$ cat src/rtl/cpu_types_pkg.sv
// Shared CPU types: machine word, RAM handshake state and memory arbiter states.
package cpu_types_pkg;

  typedef logic [31:0] word_t;

  typedef enum logic [1:0] {
    FREE   = 2'd0,
    BUSY   = 2'd1,
    ACCESS = 2'd2,
    ERROR  = 2'd3
  } ramstate_t;

  typedef enum logic [1:0] {
    IDLE  = 2'd0,
    DATA  = 2'd1,
    INSTR = 2'd2,
    RESP  = 2'd3
  } arb_state_t;

endpackage

$ cat src/rtl/mem_perf_counter.sv
// Wrapping event counter for memory performance monitoring.
// Only compiled when MEM_PERF_CNT_EN is defined.
`ifdef MEM_PERF_CNT_EN
module mem_perf_counter #(
  parameter int unsigned W = 32
) (
  input  logic         CLK,
  input  logic         nRST,
  input  logic         en_i,
  output logic [W-1:0] count_o
);

  logic [W-1:0] count_q;

  always_ff @(posedge CLK or negedge nRST) begin
    if (!nRST) begin
      count_q <= '0;
    end else if (en_i) begin
      count_q <= count_q + 1'b1;
    end
  end

  assign count_o = count_q;

endmodule
`endif

$ cat src/rtl/mem_request_arbiter.sv
// Arbitrates pipeline instruction/data requests onto a single-ported RAM, data first.
// Optional performance counters are enabled by defining MEM_PERF_CNT_EN.
module mem_request_arbiter
  import cpu_types_pkg::*;
#(
  parameter int unsigned TIMEOUT_CYCLES = 255,
  parameter int unsigned CNT_W          = 32
) (
  input  logic        CLK,
  input  logic        nRST,
  input  logic        iREN,
  input  logic [31:0] iaddr,
  output logic        ihit,
  output logic [31:0] iload,
  input  logic        dREN,
  input  logic        dWEN,
  input  logic [31:0] daddr,
  input  logic [31:0] dstore,
  output logic        dhit,
  output logic [31:0] dload,
  output logic        ramREN,
  output logic        ramWEN,
  output logic [31:0] ramaddr,
  output logic [31:0] ramstore,
  input  logic [31:0] ramload,
  input  logic [1:0]  ramstate,
  output logic        mem_err
`ifdef MEM_PERF_CNT_EN
  ,
  output logic [CNT_W-1:0] icount,
  output logic [CNT_W-1:0] dcount,
  output logic [CNT_W-1:0] stall_cycles
`endif
);

  localparam int unsigned TW = $clog2(TIMEOUT_CYCLES + 1);
  localparam logic [TW-1:0] TLIMIT = TW'(TIMEOUT_CYCLES - 1);

  arb_state_t  state_q, state_d;
  logic [TW-1:0] timer_q, timer_d;
  word_t       addr_q, addr_d;
  word_t       store_q, store_d;
  logic        wen_q, wen_d;
  word_t       iload_q, iload_d;
  word_t       dload_q, dload_d;
  logic        ihit_q, ihit_d;
  logic        dhit_q, dhit_d;
  logic        err_q, err_d;

  always_ff @(posedge CLK or negedge nRST) begin
    if (!nRST) begin
      state_q <= IDLE;
      timer_q <= '0;
      addr_q  <= '0;
      store_q <= '0;
      wen_q   <= 1'b0;
      iload_q <= '0;
      dload_q <= '0;
      ihit_q  <= 1'b0;
      dhit_q  <= 1'b0;
      err_q   <= 1'b0;
    end else begin
      state_q <= state_d;
      timer_q <= timer_d;
      addr_q  <= addr_d;
      store_q <= store_d;
      wen_q   <= wen_d;
      iload_q <= iload_d;
      dload_q <= dload_d;
      ihit_q  <= ihit_d;
      dhit_q  <= dhit_d;
      err_q   <= err_d;
    end
  end

  // Aborts take precedence over a coinciding ACCESS so flushed/redirected data is never
  // returned; ACCESS in the final allowed cycle still completes instead of timing out.
  always_comb begin
    state_d = state_q;
    timer_d = '0;
    addr_d  = addr_q;
    store_d = store_q;
    wen_d   = wen_q;
    iload_d = iload_q;
    dload_d = dload_q;
    ihit_d  = 1'b0;
    dhit_d  = 1'b0;
    err_d   = err_q;
    unique case (state_q)
      IDLE: begin
        if (dREN || dWEN) begin
          state_d = DATA;
          addr_d  = daddr;
          store_d = dstore;
          wen_d   = dWEN;
        end else if (iREN) begin
          state_d = INSTR;
          addr_d  = iaddr;
          wen_d   = 1'b0;
        end
      end
      DATA: begin
        if (!wen_q && !dREN) begin
          state_d = IDLE;
        end else if (ramstate == ACCESS) begin
          if (!wen_q) dload_d = ramload;
          dhit_d  = 1'b1;
          state_d = RESP;
        end else if (timer_q == TLIMIT) begin
          err_d   = 1'b1;
          state_d = IDLE;
        end else begin
          timer_d = timer_q + 1'b1;
        end
      end
      INSTR: begin
        if (!iREN || (iaddr != addr_q)) begin
          state_d = IDLE;
        end else if (ramstate == ACCESS) begin
          iload_d = ramload;
          ihit_d  = 1'b1;
          state_d = RESP;
        end else if (timer_q == TLIMIT) begin
          err_d   = 1'b1;
          state_d = IDLE;
        end else begin
          timer_d = timer_q + 1'b1;
        end
      end
      RESP: state_d = IDLE;
      default: state_d = IDLE;
    endcase
  end

  // Strobes decode straight from the state register so an async reset drops them at once.
  assign ramWEN   = (state_q == DATA) && wen_q;
  assign ramREN   = (state_q == INSTR) || ((state_q == DATA) && !wen_q);
  assign ramaddr  = addr_q;
  assign ramstore = store_q;
  assign ihit     = ihit_q;
  assign dhit     = dhit_q;
  assign iload    = iload_q;
  assign dload    = dload_q;
  assign mem_err  = err_q;

`ifdef MEM_PERF_CNT_EN
  logic stall_en;
  assign stall_en = (iREN || dREN || dWEN) && !(ihit_q || dhit_q);

  mem_perf_counter #(.W(CNT_W)) u_icount (
    .CLK(CLK), .nRST(nRST), .en_i(ihit_q), .count_o(icount)
  );
  mem_perf_counter #(.W(CNT_W)) u_dcount (
    .CLK(CLK), .nRST(nRST), .en_i(dhit_q), .count_o(dcount)
  );
  mem_perf_counter #(.W(CNT_W)) u_stall (
    .CLK(CLK), .nRST(nRST), .en_i(stall_en), .count_o(stall_cycles)
  );
`endif

endmodule

$ cat config.mk
export PLATFORM = sky130hd
export DESIGN_NAME = mem_request_arbiter
export DESIGN_NICKNAME = d
export VERILOG_FILES = /design/src/rtl/cpu_types_pkg.sv /design/src/rtl/mem_perf_counter.sv /design/src/rtl/mem_request_arbiter.sv
export SDC_FILE = /design/constraint.sdc
export NUM_CORES = 1
export LEC_CHECK = 0
export BUFFER_PORTS_ARGS = -buffer_cell sky130_fd_sc_hd__buf_2
export CELL_PAD_IN_SITES_DETAIL_PLACEMENT = 1
export CELL_PAD_IN_SITES_GLOBAL_PLACEMENT = 1
export CORE_MARGIN = 5
export CORE_UTILIZATION = 36
export DETAILED_ROUTE_END_ITERATION = 7
export PLACE_DENSITY_LB_ADDON = 0.1
export SKIP_LAST_GASP = 1
export SLEW_MARGIN = 5
export SYNTH_ARGS = -nofsm -noshare
export SYNTH_HDL_FRONTEND = slang
export SYNTH_HIERARCHICAL = 1
export SYNTH_SLANG_ARGS = --single-unit
$ cat constraint.sdc
create_clock -name CLK -period 2.7 [get_ports CLK]
set_clock_uncertainty 0.05 [all_clocks]
set_input_delay 0 -clock CLK [delete_from_list [all_inputs] [get_ports CLK]]
set_output_delay 0 -clock CLK [all_outputs]
set_load 0.005 [all_outputs]
# Yosys cells after proc, flatten, opt, wreduce, memory -nomap -nowiden
# Cells that the tools add are included.
# op_classes
addsub	1
multipliers	0
n_div	0
order_cmp	0
eq_ne	9
shift	0
n_mux	26
bitwise_logic	3
reduce_logical	17
# ops
op	count
$mux W32	2
$mux W8	4
$ne A32 B32 Y1	1
$pmux W8 S2	1
$mux W2	6
$mux W1	11
$add A8 B1 Y8 const B	1
$eq A8 B8 Y1 const B	1
$pmux W2 S4	1
$eq A2 B2 Y1 const B	3
$reduce_and A3 Y1	2
$ne A2 B2 Y1 const B	2
$reduce_and A2 Y1	2
$reduce_and A4 Y1	1
$reduce_bool A2 Y1	2
$logic_and A1 B1 Y1	3
$logic_not A1 Y1	3
$logic_or A1 B1 Y1	3
$ne A3 B3 Y1 const B	1
$not A1 Y1	3
$eq A2 B1 Y1 const B	1
$logic_not A2 Y1	1
$pmux W1 S2	1
# word_totals
register_bits	142
latch_bits	0
ramBits	0
romBits	0
in_bits	135
output_inout_bits	133
wordCells	66
n_memories	0

# Longest topological paths before layout
# logic_depth
ltp_word	5
depth_mapped	7

# Least setup slack after synthesis
# No wires, ideal clock.
# synth_timing
kind	register to register
from	reg addr_q[0], in the netlist ramaddr[0]
to	reg iload_q[10], in the netlist iload[10]
setup_time_ns	0.125
arrival_ns	2.059
path_slack_ns	0.466
path_stages_with_launch	8
n_path_buf	1
cell_sequence	dfrtp_1 -> xor2_1 -> a221o_1 -> nor4b_2 -> nand4_2 -> nor3_4 -> buf_6 -> mux2_2
# synth_via
elab_chain_len	4
# synth_lines
item	line_no	text
start: declaration	mem_request_arbiter.sv:41	word_t addr_q, addr_d;
start signal: assignment	mem_request_arbiter.sv:65	addr_q <= addr_d;
$ne A32 B32 Y1	mem_request_arbiter.sv:117	if (!iREN || (iaddr != addr_q)) begin
$logic_or A1 B1 Y1	mem_request_arbiter.sv:117	
$not A1 Y1 (no line)	-	
$reduce_and A3 Y1 (no line)	-	
end signal: assignment	mem_request_arbiter.sv:68	iload_q <= iload_d;
end: declaration	mem_request_arbiter.sv:44	word_t iload_q, iload_d;
# Every way passes these cells.
# A chain may end at the register's enable or synchronous reset.

# Worst setup path in the final report
# layout_timing
from	reg addr_q[12], in the netlist ramaddr[12]
to	reg iload_q[9], in the netlist iload[9]
# Same word-level chain as after synthesis.

==> results.tsv <==
stage	metric	value	unit
grt	first-pass GRT wire length	32400	um
logic_synthesis	Synth Cell Area	0.006146	mm^2
die	DIE WIDTH	140.7	um
worst_setup_path	worst-path maximum fanout	33	
power_and_ir_drop	clock share of power	26.9	%
logic_synthesis	cell with the most instances after synthesis	dfrtp_1	
cts	CTS tree	done	
logic_synthesis	flops & latches, synth	142	
worst_setup_path	CP Class	flip-flop to flip-flop	
worst_setup_path	flop-to-flop setup slack	0.26	ns
power_and_ir_drop	PD cells	911.9	mW/mm^2
sta	worst hold slack	0.05598	ns
sta	post-route setup TNS	0	ns
logic_synthesis	Post-Synth Adder-Cell Area	1.221	%
sta	fin crit period	2.444	ns
final_layout	Synth-to-Final Area Change	57.27	%
logic_synthesis	Gate Count Post-Synth	472	
logic_synthesis	post-synthesis cell type count	40	
outcome	status	finished, final reports clean	
sta	Setup Viol. Count Final	0	
routing	DRT Wirelength	20400	um
logic_synthesis	main area contributors after synthesis	dfrtp_1, mux2_2, mux2i_1	
cts	clock root buffer	clkbuf_16	
die	number of core rows	47	
logic_synthesis	Synth Area in Simple Gates	6.718	%
cts	Num CTS Buffers	17	
final_layout	fin cells	1110	
logic_synthesis	Synth Area in XOR/XNOR	4.133	%
logic_synthesis	asr flop ratio synth	100.0	%
grt	initial antenna violation count	3	
grt	total gr overflow	0	
die	Initial Utilization	36.93	%
power_and_ir_drop	P_leak	4.937	nW
sta	final hold vios	0	
logic_synthesis	largest area contributor in the netlist	dfrtp_1	
final_layout	nets@finish	1016	
sta	Final Max Slew Viols	0	
placed_design	post-DP HPWL	13990	um
grt	GRT Util Overall	20.57	%
grt	vias in the first global route	6035	
logic_synthesis	largest family of logic cells by synthesized area	multiplexers	
placed_design	area of placed instances	0.007742	mm^2
power_and_ir_drop	Pint	0.005891	W
routing	total number of vias	5329	
logic_synthesis	Seq/Total Area, Yosys	57.82	%
final_layout	share of cells above drive strength 1	45.61	%
logic_synthesis	syn_area_per_cell	13.02	um^2
routing	antenna viol nets, final	0	
die	I/O pins	268	
cts	clock-pin slew on the worst setup and hold paths	0.06	ns
die	die area	0.01979	mm^2
routing	DR pass1 iterations	4	
logic_synthesis	Ys Warns	6	
worst_setup_path	crit end category	flip-flop	
placed_design	# port buffers	267	
logic_synthesis	Yosys top cell area share	57.82	%
worst_setup_path	startpoint types	flip-flop	
cts	# Post-CTS Setup Buffers	0	
sta	max frequency	409.2	MHz
sta	RSZ-0062 raised after global routing	false	
run	Max Cap Violations	0	
final_layout	Fillers	1773	
power_and_ir_drop	Combinational Power Share	34.5	%
grt	largest net degree at the start of global routing	72	
power_and_ir_drop	sequential share of power	38.6	%
placed_design	final RePlAce weighted congestion	0.7609	
worst_setup_path	WP data required	2.94	ns
routing	via density per instance	4.801	
power_and_ir_drop	VDD IR max	481.3	uV
logic_synthesis	post-synthesis compound-gate area fraction	4.805	%
routing	drc violations	0	
final_layout	Util after Layout	58.08	%
logic_synthesis	Syn Nets	613	
cts	clk buf depth	2	
die	Core ar.	0.01664	mm^2
final_layout	Finished Cell Area	0.009666	mm^2
sta	crit share post-route	90.51	%
logic_synthesis	main flop type after synthesis	dfrtp_1	
cts	CTS sink cnt	142	
cts	clock latency on the worst-skew pair	0.42	ns
logic_synthesis	mux contribution to synthesized area	22.80	%
die	die height	140.7	um
power_and_ir_drop	switching share of power	33.16	%
routing	1st-iter DRT viols	126	
logic_synthesis	top post-synthesis cells by count	dfrtp_1, mux2_2, nand2_1	
worst_setup_path	Critical Path AT	2.68	ns
routing	DR WL/cell	18.37	um
min_path	HP Class	input pin to flip-flop	
cts	H-Tree Depth	4	
power_and_ir_drop	NetSw	0.002923	W
sta	max_slew headroom	28.36	%
placed_design	dpl cells	945	
sta	Slew @ Worst Pin	1.070	ns
logic_synthesis	Post-synth EDFFs	0	
[metal layers]
layer	GRT usage, %	vias up	share of wire [%]
met1	23.34	2622	39
li1	-	2470	-
met3	6.807	38	7.4
met5	0	-	0.054
met2	36.14	197	51
met4	7.496	2	2.4
[power groups by stage]
stage / clock [W] / sequential, W / combinational [W]
3_3_place_gp: 0 / 0.00336 / 0.00282
4_1_cts: 0.00245 / 0.00339 / 0.00306
2_1_floorplan: 0 / 0.00343 / 0.00142
5_1_grt: 0.00256 / 0.00350 / 0.00334
3_5_place_dp: 0 / 0.00342 / 0.00289
6_report: 0.00238 / 0.00340 / 0.00304
[cell usage in the layout (no fill, tap or decap), types with 2 or more instances in the layout]
cell           count
a21oi_1            2
and2_1             2
buf_2            266
buf_4              7
bufinv_16          2
clkbuf_16         17
clkbuf_8           2
clkinv_4           2
clkinvlp_4         3
dfrtp_1          142
diode_2            2
dlygate4sd3_1    131
ha_1               6
inv_1             13
inv_6              3
inv_8              2
mux2_1             5
mux2_2            91
mux2i_1           32
nand2_1           40
nand2b_1           6
nand3_1            6
nand4_1            6
nor2_1             3
nor3_1             9
nor4_1             2
o21ai_0           33
o22ai_1            2
or2_2              3
xnor2_1           21
xor2_1             8
[through the flow]
stage | power (W) | worst slack [ns]
CTS | 0.008900 | 0.2250
floorplan | 0.004849 | 0.4658
detailed placement | 0.006308 | 0.2373
finish | 0.008814 | 0.2563
global placement | 0.006177 | 0.3023
global route | 0.009397 | 0.07743
[critical path, stage by stage (launching register included)]
cell and delay [ns]:
dfrtp_1 0.41, xnor2_1 0.19, nand4_1 0.11, nor4_1 0.41, nand4_2 0.26, nor3_4 0.26
buf_12 0.24, mux2_2 0.36
[worst paths after layout]
| check | end | start | cells after the start |
|---|---|---|---|
| worst max-delay path | iload[9] | ramaddr[12] | 7 |
| min in group asynchronous | iload[20] | nRST | 2 |
| worst min register to register | mem_err | mem_err | 1 |
| worst max register to register | iload[9] | ramaddr[12] | 7 |
| worst min-delay path | dhit | ramstate[1] | 3 |
| max in group asynchronous | ramaddr[2] | nRST | 3 |
[cells by family (layout without fill, tap and decap cells)]
logic type,Yosys count,count (layout)
flops,142,142
mux,128,128
simple gates,82,82
compound gates,50,50
buf+inv,35,451
xor+xnor,29,29
fa+ha+maj,6,6
other cells,0,2
[registers in the layout (all words and copies together) (netlist names)]
name / flops
dhit: 1
dload: 32
ihit: 1
iload: 32
mem_err: 1
ramaddr: 32
ramstore: 32
state_q: 2
timer_q: 8
wen_q: 1
[final cells by class]
class | count | area (um^2) | area share (%)
Antenna cell | 2 | 5.005 | 0.05178
Clock inverter | 13 | 153.9 | 1.592
Multi-Input combinational cell | 295 | 2450 | 25.35
Tap cell | 220 | 275.3 | 2.848
Sequential cell | 142 | 3553 | 36.76
Inverter | 13 | 48.80 | 0.5049
Timing Repair Buffer | 406 | 2726 | 28.21
Clock buffer | 19 | 452.9 | 4.686
[timing repair]
item,in CTS,in global routing
gates resized for setup,0,0
hold buffers,131,0
hold endpoints to repair,198,0
endpoints found under the setup margin,0,0
(Power assumes the default switching activity.)
